===== src/rtl/sdram_arbiter.sv =====
// Purpose: round-robin arbiter that serialises two masters' single-word accesses onto the SDRAM controller.
// Latency: grant in IDLE, sd_start in the next cycle, done one cycle after the controller finishes.
// Backpressure: a_req/b_req are held by the masters until done; no grant while controller busy or uninitialised.
// Ports: clk/reset; port A and port B (req, we, addr, d in; q, done out);
//        controller command side sd_start/sd_we/sd_addr/sd_d out, sd_busy/sd_q_ready/sd_q/sd_initDone in.
module sdram_arbiter #(
  parameter int ADDR_W = 24,
  parameter int DATA_W = 32
) (
  input  logic              clk,
  input  logic              reset,
  input  logic              a_req,
  input  logic              a_we,
  input  logic [ADDR_W-1:0] a_addr,
  input  logic [DATA_W-1:0] a_d,
  output logic [DATA_W-1:0] a_q,
  output logic              a_done,
  input  logic              b_req,
  input  logic              b_we,
  input  logic [ADDR_W-1:0] b_addr,
  input  logic [DATA_W-1:0] b_d,
  output logic [DATA_W-1:0] b_q,
  output logic              b_done,
  output logic              sd_start,
  output logic              sd_we,
  output logic [ADDR_W-1:0] sd_addr,
  output logic [DATA_W-1:0] sd_d,
  input  logic              sd_busy,
  input  logic              sd_q_ready,
  input  logic [DATA_W-1:0] sd_q,
  input  logic              sd_initDone
);

  typedef enum logic [2:0] {
    IDLE      = 3'd0,
    ISSUE     = 3'd1,
    WAIT_BUSY = 3'd2,
    WAIT_DONE = 3'd3,
    DONE      = 3'd4
  } state_t;

  state_t              state_q, state_d;
  logic                gnt_b_q, gnt_b_d;      // 1: port B owns the current access
  logic                last_b_q, last_b_d;    // 1: port B was granted most recently
  logic                got_q_q, got_q_d;      // read data already captured for this access
  logic                sd_start_q, sd_start_d;
  logic                sd_we_q, sd_we_d;
  logic [ADDR_W-1:0]   sd_addr_q, sd_addr_d;
  logic [DATA_W-1:0]   sd_d_q, sd_d_d;
  logic [DATA_W-1:0]   a_q_q, a_q_d;
  logic [DATA_W-1:0]   b_q_q, b_q_d;
  logic                a_done_q, a_done_d;
  logic                b_done_q, b_done_d;
  logic                pick_b;

  always_comb begin
    state_d    = state_q;
    gnt_b_d    = gnt_b_q;
    last_b_d   = last_b_q;
    got_q_d    = got_q_q;
    sd_start_d = 1'b0;
    sd_we_d    = sd_we_q;
    sd_addr_d  = sd_addr_q;
    sd_d_d     = sd_d_q;
    a_q_d      = a_q_q;
    b_q_d      = b_q_q;
    a_done_d   = 1'b0;
    b_done_d   = 1'b0;
    // B wins when it is the only requester, or on a tie when A went last.
    pick_b     = b_req && (!a_req || !last_b_q);

    case (state_q)
      IDLE: begin
        if (sd_initDone && !sd_busy && (a_req || b_req)) begin
          gnt_b_d    = pick_b;
          last_b_d   = pick_b;
          got_q_d    = 1'b0;
          sd_we_d    = pick_b ? b_we   : a_we;
          sd_addr_d  = pick_b ? b_addr : a_addr;
          sd_d_d     = pick_b ? b_d    : a_d;
          sd_start_d = 1'b1;   // registered, so the strobe is high during ISSUE
          state_d    = ISSUE;
        end
      end
      ISSUE: begin
        state_d = WAIT_BUSY;
      end
      WAIT_BUSY, WAIT_DONE: begin
        // Only the first read-data pulse of an access is kept.
        if (!sd_we_q && sd_q_ready && !got_q_q) begin
          got_q_d = 1'b1;
          if (gnt_b_q) b_q_d = sd_q;
          else         a_q_d = sd_q;
        end
        if (state_q == WAIT_BUSY) begin
          if (sd_busy) state_d = WAIT_DONE;
        end else if (!sd_busy && (sd_we_q || got_q_q || sd_q_ready)) begin
          // Data arriving this same cycle is captured on the edge we leave.
          a_done_d = !gnt_b_q;
          b_done_d = gnt_b_q;
          state_d  = DONE;
        end
      end
      DONE: begin
        state_d = IDLE;
      end
      default: begin
        state_d = IDLE;
      end
    endcase
  end

  always_ff @(posedge clk) begin
    if (reset) begin
      state_q    <= IDLE;
      gnt_b_q    <= 1'b0;
      last_b_q   <= 1'b1;   // A wins the first tie
      got_q_q    <= 1'b0;
      sd_start_q <= 1'b0;
      sd_we_q    <= 1'b0;
      sd_addr_q  <= '0;
      sd_d_q     <= '0;
      a_q_q      <= '0;
      b_q_q      <= '0;
      a_done_q   <= 1'b0;
      b_done_q   <= 1'b0;
    end else begin
      state_q    <= state_d;
      gnt_b_q    <= gnt_b_d;
      last_b_q   <= last_b_d;
      got_q_q    <= got_q_d;
      sd_start_q <= sd_start_d;
      sd_we_q    <= sd_we_d;
      sd_addr_q  <= sd_addr_d;
      sd_d_q     <= sd_d_d;
      a_q_q      <= a_q_d;
      b_q_q      <= b_q_d;
      a_done_q   <= a_done_d;
      b_done_q   <= b_done_d;
    end
  end

  assign sd_start = sd_start_q;
  assign sd_we    = sd_we_q;
  assign sd_addr  = sd_addr_q;
  assign sd_d     = sd_d_q;
  assign a_q      = a_q_q;
  assign b_q      = b_q_q;
  assign a_done   = a_done_q;
  assign b_done   = b_done_q;

endmodule

===== config.mk =====
export PLATFORM = sky130hd
export DESIGN_NAME = sdram_arbiter
export DESIGN_NICKNAME = d
export VERILOG_FILES = /design/src/rtl/sdram_arbiter.sv
export SDC_FILE = /design/constraint.sdc
export NUM_CORES = 1
export LEC_CHECK = 0
export CORE_ASPECT_RATIO = 1.2
export CORE_MARGIN = 2
export CORE_UTILIZATION = 40
export CTS_CLUSTER_SIZE = 20
export DETAILED_ROUTE_END_ITERATION = 8
export MAX_ROUTING_LAYER = met4
export PLACE_DENSITY = 0.8
export SLEW_MARGIN = 20
export SYNTH_ARGS = -nofsm -noshare
export SYNTH_HDL_FRONTEND = slang
export SYNTH_SLANG_ARGS = --single-unit

===== constraint.sdc =====
create_clock -name clk -period 1.8 [get_ports clk]
set_input_delay 0.54 -clock clk [delete_from_list [all_inputs] [get_ports clk]]
set_output_delay 0.54 -clock clk [all_outputs]
set_load 0.05 [all_outputs]

* Yosys cells after proc, flatten, opt, wreduce, memory -nomap -nowiden
Cells that the tools add are included.
Storage, ports and cells: bits in registers 130, word-level logic and storage cells 61, input bits 153
Operators by class: multiplexer cells 12, reduce and logical (&&, ||, !) cells 26, bitwise logic cells 4, eq/ne operators 7
Operators with widths (count):
- 32-bit 2-to-1 mux | 1
- 24-bit 2-to-1 mux | 1
- 3-bit 2-to-1 mux | 4
- 3-bit AND reduction | 4
- 3-bit case mux with 3 select lines | 1
- 3-bit by 2-bit == test with 1-bit output (second input constant) | 2
- 1-bit logical AND | 6
- 1-bit zero test | 6
- 3-bit != test (second input constant) | 2
- 1-bit logical OR | 4
- 1-bit 2-to-1 mux | 4
- 2-bit != test (second input constant) | 2
- 1-bit NOT | 4
- 2-bit OR reduction | 2
- 4-bit OR reduction | 1
- 3-bit by 1-bit == test with 1-bit output (second input constant) | 1
- 3-bit zero test | 1
- 1-bit case mux with 2 select lines | 1
- 2-bit AND reduction | 1
- 2-bit nonzero test | 1

* Depth between registers and ports, before layout
Gate-level depths: netlist (run 1).
depth in word-level cells 6, depth in mapped cells 5, depth with buffers taken out 3

* Worst setup path after synthesis (run 1)
No wires, ideal clock.
path kind input port to flip-flop, start input sd_busy, end register sd_addr_q[10] (netlist: sd_addr[10]), stages 5, data arrival time 1497 ps, path slack 170 ps, path buffers 2, library setup time 133 ps, cell sequence or4b_4 nor2_4 buf_6 buf_6 a311oi_1
On the way: word-level cells in the longest chain between the ends 4
Ends and longest elaborated chain:
- start, declared | line 28 | input logic sd_busy,
- 1-bit zero test | line 74 | if (sd_initDone && !sd_busy && (a_req || b_req)) begin
- 1-bit logical AND (2 in series) | line 74
- 2-bit AND reduction (no line)
- end signal, assigned | line 134 | sd_addr_q <= sd_addr_d;
- end, declared | line 48 | logic [ADDR_W-1:0] sd_addr_q, sd_addr_d;
Every way passes these cells. A chain may end at the register's enable or synchronous reset.

* Worst setup path after layout (run 1)
start input sd_busy, end register sd_d_q[29] (netlist: sd_d[29])
On the way: word-level cells in the longest chain between the ends 4
Ends and longest elaborated chain:
- 1-bit zero test | line 74
- 1-bit logical AND (2 in series) | line 74
- 2-bit AND reduction (no line)
- end signal, assigned | line 122 | sd_d_q <= '0;
- end signal, assigned | line 135 | sd_d_q <= sd_d_d;
- end, declared | line 49 | logic [DATA_W-1:0] sd_d_q, sd_d_d;
Every way passes these cells.

==> metrics.txt, run 1 <==
Reg-to-Reg Start=state_q[0]$_SDFFE_PP0P_; CP Data Required Time=2.08 ns; Routed wire per std cell=15.8 um; CP max-delay cell=or4b_4; CTS Buffer Depth=2; Clk pin slew, worst setup/hold paths=0.06 ns; Port Buffers=276; status=completed; gr usage total=0.232; clock sinks=130; min-delay src=a_q[5]$_SDFFE_PP0P_; Final Hold Viols=0; Clock Skew=0.00520 ns; max_slew headroom=0.756; delay-heaviest family, CP=simple AND/OR/NAND/NOR gates; First DRT Iteration DRCs=435; Worst setup EP type=register; Design Area, Final=0.00906 sq mm; Post-Syn Nets=758; grt ovf=0; number of global-route vias before repair=5242; crit path launch=sd_busy; share of cells above drive strength 1=0.218; DP HPWL=12000 um; CTS tree=yes; maximum VDD drop=0.560 mV; largest net degree at the start of global routing=88; number of buffers and inverters on the critical path=2; LEAKAGE=0.00382 uW; effective utilization at floorplan=0.405; Final min period=1.77 ns; Yosys cell types=28; cells after synthesis=605; die area=0.0148 sq mm; mapped cell area=0.00555 sq mm; Worst Hold Class=register to register; routed vias/inst=5.05; clk_lat worst skew=0.40 ns; Synth-to-Final Area Change=63.4%; diodes inserted=0; initial antenna violation count=0; final WL=16800 um; Arrival @ worst endpoint=2.05 ns; mean post-synth cell area=9.17 sq um; final count of negative-setup-slack endpoints=0; FMAX=565 MHz; fin nets=1028; sequential area share after synthesis=0.469; Post-DP Area=0.00843 sq mm; critical path, cell by cell=clkdlybuf4s50_1, or4b_4, nor2_4, buf_12, a311oi_2; first drt pass iteration count=7; Hold WS=0.474 ns; H-tree depth reported by CTS=4; worst-margin pin slew=0.362 ns; Final Cycle Share=0.984; Area contributors post-synth=dfxtp_1 (47%), mux2i_1 (12%), nand2b_1 (11%), a311oi_1 (9.0%), nand2_1 (7.9%); Die Y=133 um; Max Slew Vio Count=0; die extent in x=111 um; CP max stage delay=0.54 ns; Seq cells post-synth=130; fin cells=1059; Yosys top cell area share=0.469; hold buffers post-CTS=0; CTS Root Cell=clkbuf_16; Placed Cells=1027; RSZ-0062 raised after global routing=yes; startpoint types=input port; DRT antenna net count=0; Max Cap Viol=0; setup_tns=0 ns; total number of vias=5348; CTS Buf Count=17; Critical Path Fanout Max=39; DRC viols=0; Core ar.=0.0137 sq mm; first-pass GRT wire length=26700 um; GP Congestion=0.780; dominant cell type by area after synthesis=dfxtp_1; Yosys Warn Count=0; worst setup path class=input port to register; power per cell area=901 mW/mm^2; I/O pins=277; Rows=47
==> registers in the layout, summed over array words and instances, names as in the netlist <==
name	count
sd_we	1
state_q	3
a_done	1
last_b_q	1
gnt_b_q	1
a_q	32
sd_d	32
b_done	1
got_q_q	1
sd_addr	24
b_q	32
sd_start	1
==> synth_stat cells (all sizes together) <==
master and count:
nand2b 96, buf 24, o32ai 1, clkbuf 30, nand3b 1, o21bai 1
o21ai 4, inv 1, a21boi 1, and2 1, nor4b 2, a311oi 57
nor2 4, nor3 4, a21bo 1, nand3 2, mux2i 64, dfxtp 130
or4b 1, and3b 2, nor2b 1, a21oi 60, nand2 116, o21ba 1
==> timing repair <==
item | 4_1_cts | 5_1_grt
resized for setup | 1 | 5
setup buffers | 0 | 0
endpoints found under the setup margin | 1 | 39
pin swaps | 0 | 5
==> logic make-up after synthesis <==
| group | count (synthesis) | share of synthesized area |
|---|---|---|
| AOI/OAI and AO/OA | 126 | 0.156 |
| DFF | 130 | 0.469 |
| buffers and inverters | 55 | 0.0483 |
| muxes | 64 | 0.115 |
| and+or+nand+nor | 230 | 0.211 |
==> worst paths after layout <==
path              depth (start not counted)                    end  slack [ns]
setup reg to reg                          4  sd_d[29]$_SDFFE_PP0P_        0.25
hold reg to reg                           2    a_q[5]$_SDFFE_PP0P_        0.47
hold / removal                            2    a_q[5]$_SDFFE_PP0P_        0.47
setup / recovery                          5  sd_d[29]$_SDFFE_PP0P_        0.03
==> power by group <==
group | leakage, uW | internal [uW] | switching (uW)
combinational | 0.00247 | 708 | 837
clock | 0.000293 | 2200 | 1350
sequential | 0.00106 | 3000 | 73.1
total | 0.00382 | 5910 | 2260
==> per-stage QoR <==
step           power (uW)  setup slack [ns]   util
5_1_grt              8490           -0.0307  0.661
3_5_place_dp         4680            -0.405  0.615
4_1_cts              8260            0.0298  0.660
2_1_floorplan        3960             0.170      -
3_3_place_gp         4670            -0.378  0.615
6_report             8170            0.0291  0.661
==> cell type report <==
class | instances | area, sq um
clock inverter | 14 | 179
timing repair buffer | 305 | 2940
clock buffer | 18 | 429
inverter | 1 | 3.75
sequential | 130 | 2600
multi-input combinational | 420 | 2700
fill | 1151 | 4640
tap | 171 | 214
==> worst min-delay path, cell delays in order (launching register included) <==
cell and delay, ns:
dfxtp_1 0.30, nand2b_1 0.06, mux2i_1 0.06
==> cells in the final DEF (no fill, tap or decap), types with 2 or more instances in the layout <==
| cell | n |
|---|---|
| clkinv_4 | 3 |
| nor2_1 | 3 |
| nor3_1 | 4 |
| bufinv_16 | 3 |
| clkbuf_16 | 17 |
| inv_6 | 3 |
| clkinv_2 | 2 |
| a21oi_1 | 60 |
| buf_12 | 20 |
| dfxtp_1 | 130 |
| nand2_1 | 116 |
| a311oi_1 | 56 |
| buf_6 | 4 |
| clkinvlp_4 | 2 |
| nand2b_1 | 96 |
| mux2i_1 | 64 |
| o21ai_0 | 4 |
| buf_4 | 130 |
| clkdlybuf4s50_1 | 150 |
==> per-layer routing <==
metal | wire length (um) | GRT usage
met5 | 0 | -
met4 | 197 | 0.0713
met3 | 1190 | 0.0586
met2 | 8300 | 0.375
met1 | 7080 | 0.286
No activity file was read; power rests on OpenSTA's default activity.
==> run 2, diff against run 1 <==
==> constraint.sdc (replaced) <==
create_clock -name clk -period 1.75 [get_ports clk]
set_input_delay 0.525 -clock clk [delete_from_list [all_inputs] [get_ports clk]]
set_output_delay 0.525 -clock clk [all_outputs]
set_load 0.05 [all_outputs]
==> run 2 against run 1 <==
Effect of this change: wire length rose by 12%; die area did not move; clock-buffer cell count did not move; non-clock buffer count rose by 14; sequential share of layout area fell by 3.7 points; critical path type unchanged; critical endpoint is now sd_d[30]$_SDFFE_PP0P_; global-route usage rose by 1.5 points; cell area rose by 15%; combinational power rose by 25%; setup slack got worse by 0.0031 ns; critical path depth rose by 1.
==> metrics.txt, run 2 (synthesis gave the netlist of run 1 again) <==
CTS Buf Count=17 (unchanged); Core ar.=0.0137 sq mm (unchanged); Reg-to-Reg Start=state_q[1]$_SDFFE_PP0P_; P_int=6410 uW (+8.5%); Final Cycle Share=0.985; FMAX=580 MHz; first-pass GRT wire length=28100 um (+5.4%); grt ovf=0 (unchanged); Critical Path Fanout Max=18 (-54%); I/O pins=277 (unchanged); Sw Share=0.277 (+0.000919); startpoint types=input port; most common library cell in the layout ignoring fill and taps=clkdlybuf4s50_1; die extent in x=111 um (unchanged); Clk pin slew, worst setup/hold paths=0.06 ns (about the same); min-delay src=reset; gr usage total=0.247 (+0.0152); H-tree depth reported by CTS=4 (unchanged); crit path launch=a_req; Top Layer Used=met4; Clock Skew=0.00925 ns (+0.00404 ns); final WL=18700 um (+12%); number of global-route vias before repair=5442 (+3.8%); routed vias/inst=5.21 (+3.2%); clock sinks=130 (unchanged); met3 wire len=1250 um (+4.9%); First DRT Iteration DRCs=321 (-26%); initial antenna violation count=0 (unchanged); Final Hold Viols=0 (unchanged); maximum VDD drop=0.568 mV (+1.4%); clk_lat worst skew=0.42 ns (+0.02 ns); Clk network pwr share=0.420 (-0.015); first drt pass iteration count=5 (-2); CTS Buffer Depth=2 (unchanged); worst setup path class=input port to register; RSZ-0062 raised after global routing=yes; max_slew headroom=0.763 (+0.00628); share of cells above drive strength 1=0.231 (+0.0121); DRC viols=0 (unchanged); worst-margin pin slew=0.356 ns (-0.00560 ns); Worst setup EP type=register; Port Buffers=276 (unchanged); DRT antenna net count=0 (unchanged); Die Y=133 um (unchanged); LEAKAGE=0.00420 uW (+10%); fin nets=1042 (+1.4%); power per cell area=854 mW/mm^2 (-5.3%); Arrival @ worst endpoint=2.04 ns (about the same); total number of vias=5593 (+4.6%); die area=0.0148 sq mm (unchanged); fin util=0.759 (+0.0971); final count of negative-setup-slack endpoints=0 (unchanged); Psw=2460 uW (+9.0%); combinational share of power=0.218 (+0.029); Rows=47 (unchanged); CTS tree=yes; Worst Hold Class=input port to register; effective utilization at floorplan=0.405 (unchanged); commonest cells after routing, fill and taps aside=clkdlybuf4s50_1 (149), dfxtp_1 (130), nand2_1 (116); Final min period=1.72 ns; diodes inserted=0 (unchanged); GP Congestion=0.813 (+4.2%); status=completed; Max Slew Vio Count=0 (unchanged); CP Data Required Time=2.06 ns (-0.02 ns); WL met2=9360 um (+13%); largest net degree at the start of global routing=112 (+27%); Synth-to-Final Area Change=87.4%; M1 WL=7540 um (+6.5%); share of power burned in registers=0.362 (-0.014); Routed wire per std cell=17.5 um (+10%); Total Power=8870 uW (+8.6%); Max Cap Viol=0 (unchanged); DP HPWL=13200 um (+10%); CTS Root Cell=clkbuf_16
[run 2: power by group through the flow]
stage,Clock (uW),Sequential [uW],Combinational (uW)
after floorplan,0,3610,466
after global placement,0,3270,1830
after detailed placement,0,3270,1850
after CTS,3780,3210,1850
after global routing,3920,3220,2030
final,3730,3210,1930
[run 2: path summary, 6_finish.rpt]
kind / slack [ns] / to / cells after the start
setup / recovery: 0.03 / sd_d[30]$_SDFFE_PP0P_ / 6
hold / removal: 0.45 / state_q[1]$_SDFFE_PP0P_ / 4
setup reg to reg: 0.13 / sd_d[30]$_SDFFE_PP0P_ / 6
hold reg to reg: 0.48 / b_q[7]$_SDFFE_PP0P_ / 2
[run 2: routing by layer]
| metal | global-route usage | up-vias |
|---|---|---|
| met1 | 0.291 | 2605 |
| met5 | - | - |
| met3 | 0.0628 | 42 |
| met2 | 0.407 | 262 |
| met4 | 0.0926 | 0 |
| li1 | - | 2684 |
[run 2: final cells by class]
| class | count | area (sq um) |
|---|---|---|
| Clock buffer | 18 | 439 |
| Clock inverter | 14 | 179 |
| Fill cell | 906 | 3310 |
| Inverter | 1 | 3.75 |
| Multi-Input combinational cell | 420 | 2690 |
| Sequential cell | 130 | 2600 |
| Tap cell | 171 | 214 |
| Timing Repair Buffer | 319 | 4260 |
[run 2: repair_timing]
| item | 4_1_cts | 5_1_grt |
|---|---|---|
| gates cloned | 0 | 8 |
| resized for setup | 0 | 11 |
| hold buffers | 0 | 0 |
| buffers inserted | 0 | 4 |
| pin swaps | 1 | 11 |
| setup endpoints to repair | 2 | 34 |
[run 2: critical path: stages]
cell,delay (ns)
clkdlybuf4s50_1,0.53
o21bai_1,0.34
nor2_4,0.10
buf_12,0.14
clkbuf_16,0.17
a311oi_1,0.23
[run 2: through the flow]
step           std cells  setup WS [ns]  TNS (ns)  instance area, sq um  hold slack, ns
4_1_cts             1061         0.0176         0                 10100           0.445
2_1_floorplan        605          0.135         0                  5550           0.433
5_1_grt             1073        -0.0280   -0.0819                 10400           0.460
3_3_place_gp        1029         -0.381    -30.20                  9520           0.459
3_5_place_dp        1029         -0.428    -33.78                  9520           0.467
6_report            1073         0.0260         0                 10400           0.448
==> run 3, diff against run 2 <==
--- a/config.mk
+++ b/config.mk
@@ -7,11 +7,11 @@
 export LEC_CHECK = 0
 export CORE_ASPECT_RATIO = 1.2
 export CORE_MARGIN = 2
-export CORE_UTILIZATION = 40
-export CTS_CLUSTER_SIZE = 20
+export CORE_UTILIZATION = 36
+export CTS_CLUSTER_SIZE = 10
 export DETAILED_ROUTE_END_ITERATION = 8
 export MAX_ROUTING_LAYER = met4
-export PLACE_DENSITY = 0.8
+export PLACE_DENSITY = 0.73
 export SLEW_MARGIN = 20
 export SYNTH_ARGS = -nofsm -noshare
 export SYNTH_HDL_FRONTEND = slang
==> run 3 against run 2 <==
Effect of this change: clock-buffer cell count rose by 6; global-route usage down 0.98 points; worst hold slack improved by 0.019 ns; via count down 1.8%; die area is 11% higher; sequential power hardly changed.
==> metrics.txt, run 3 (synthesis gave the netlist of run 1 again) <==
GP Congestion=0.781 (-3.9%); Post-DP Area=0.00951 sq mm (-0.17%); CP Data Required Time=2.03 ns (-0.03 ns); Die Y=140 um (+5.2%); maximum VDD drop=0.521 mV (-8.3%); Arrival @ worst endpoint=2.00 ns (-0.04 ns); first drt pass iteration count=5 (unchanged); startpoint types=input port; Synth-to-Final Area Change=86.5%; I/O pins=277 (unchanged); CTS tree=yes; DP HPWL=13200 um (-0.32%); setup_tns=0 ns (unchanged); First DRT Iteration DRCs=271 (-16%); grt ovf=0 (unchanged); Routed wire per std cell=17.2 um (-1.8%); die area=0.0164 sq mm (+11%); largest net degree at the start of global routing=76 (-32%); Hold WS=0.467 ns (+0.0191 ns); final WL=18900 um (+0.72%); first-pass GRT wire length=29800 um (+5.8%); DRT antenna net count=0 (unchanged); FMAX=581 MHz (+0.23%); final count of negative-setup-slack endpoints=0 (unchanged); gr usage total=0.237 (-0.00978); CTS Buf Count=17 (unchanged); Design Area, Final=0.0103 sq mm (-0.49%); Port Buffers=276 (unchanged); status=completed; CTS Buffer Depth=2 (unchanged); Max Cap Viol=0 (unchanged); effective utilization at floorplan=0.369 (-0.0355); RSZ-0062 raised after global routing=no; number of global-route vias before repair=5596 (+2.8%); clock sinks=130 (unchanged); fin nets=1035 (-0.67%); Worst setup EP type=register; H-tree depth reported by CTS=4 (unchanged); Clock Skew=0.00953 ns (+0.000289 ns); Final min period=1.72 ns (-0.00389 ns); clk_lat worst skew=0.42 ns (about the same); initial antenna violation count=1 (+1); DRC viols=0 (unchanged); hold buffers post-CTS=0 (unchanged); most common library cell in the layout ignoring fill and taps=clkdlybuf4s50_1; Core ar.=0.0150 sq mm (+9.6%); CTS Root Cell=clkbuf_16; total number of vias=5491 (-1.8%); Rows=49 (+4.3%); Clk pin slew, worst setup/hold paths=0.06 ns (about the same); routed vias/inst=4.99 (-4.2%); share of cells above drive strength 1=0.222 (-0.00825); Final Cycle Share=0.983 (-0.00222); Final Hold Viols=0 (unchanged); LEAKAGE=0.00416 uW (-1.0%); worst setup path class=input port to register; worst-margin pin slew=0.505 ns (+0.149 ns); Critical Path Fanout Max=22 (+4); Worst Hold Class=input port to register; power per cell area=836 mW/mm^2 (-2.0%); Total Power=8650 uW (-2.5%); commonest cells after routing, fill and taps aside=clkdlybuf4s50_1 (147), dfxtp_1 (130), nand2_1 (116); die extent in x=117 um (+5.2%); max_slew headroom=0.663 (-0.0996); Max Slew Vio Count=0 (unchanged)
-- run 3: cell types whose count changed in the layout (fill, tap and decap cells not counted), sizes merged --
cell / before / now
buf: 161 / 157
bufbuf: 0 / 3
clkinv: 6 / 3
inv: 4 / 1
clkdlybuf4s50: 149 / 147
dlygate4sd2: 0 / 2
bufinv: 3 / 2
clkinvlp: 2 / 3
diode: 0 / 1
-- run 3: metrics by stage --
stage	util	cells	worst slack, ns
finish	0.689	1100	0.0299
global route	0.689	1100	0.00169
CTS	0.686	1098	0.00267
detailed placement	0.633	1056	-0.550
global placement	0.633	1056	-0.453
floorplan	-	605	0.135
-- run 3: routing by layer --
layer | global-route usage | up-vias | share of wire
met1 | 0.266 | 2566 | 0.40
met5 | - | - | 0
met4 | 0.0691 | 0 | 0.014
met2 | 0.412 | 236 | 0.51
li1 | - | 2671 | -
met3 | 0.0672 | 18 | 0.067
-- run 3: worst max-delay path: stages --
cell	delay (ns)
dlygate4sd2_1	0.27
or4b_4	0.52
nor2_4	0.17
buf_12	0.12
bufbuf_16	0.29
a311oi_1	0.09
-- run 3: cell type report --
| cell class | instances | area (sq um) |
|---|---|---|
| clock buffer | 24 | 492 |
| antenna | 1 | 2.50 |
| fill | 1134 | 4680 |
| inverter | 1 | 3.75 |
| clock inverter | 8 | 101 |
| tap | 204 | 255 |
| multi-input combinational | 420 | 2710 |
| timing repair buffer | 312 | 4180 |
| sequential | 130 | 2600 |
-- run 3: worst paths after layout --
path | start | to | slack [ns] | cells after the start
worst min-delay path | reset | state_q[1]$_SDFFE_PP0P_ | 0.47 | 4
worst min register to register | b_q[4]$_SDFFE_PP0P_ | b_q[4]$_SDFFE_PP0P_ | 0.47 | 2
worst max-delay path | sd_busy | sd_addr[10]$_SDFFE_PP0P_ | 0.03 | 6
worst max register to register | state_q[0]$_SDFFE_PP0P_ | sd_addr[10]$_SDFFE_PP0P_ | 0.06 | 5
-- run 3: what timing repair did --
action	in CTS	in global routing
resized for setup	13	4
cloned	4	1
buffers inserted	6	0
hold endpoints to repair	0	0
pin swaps	1	1
endpoints found under the setup margin	47	46
-- run 3: where the power goes --
part	switching, uW	internal [uW]
Sequential	127	3080
Clock	1280	2240
Combinational	903	1010
Total	2310	6340
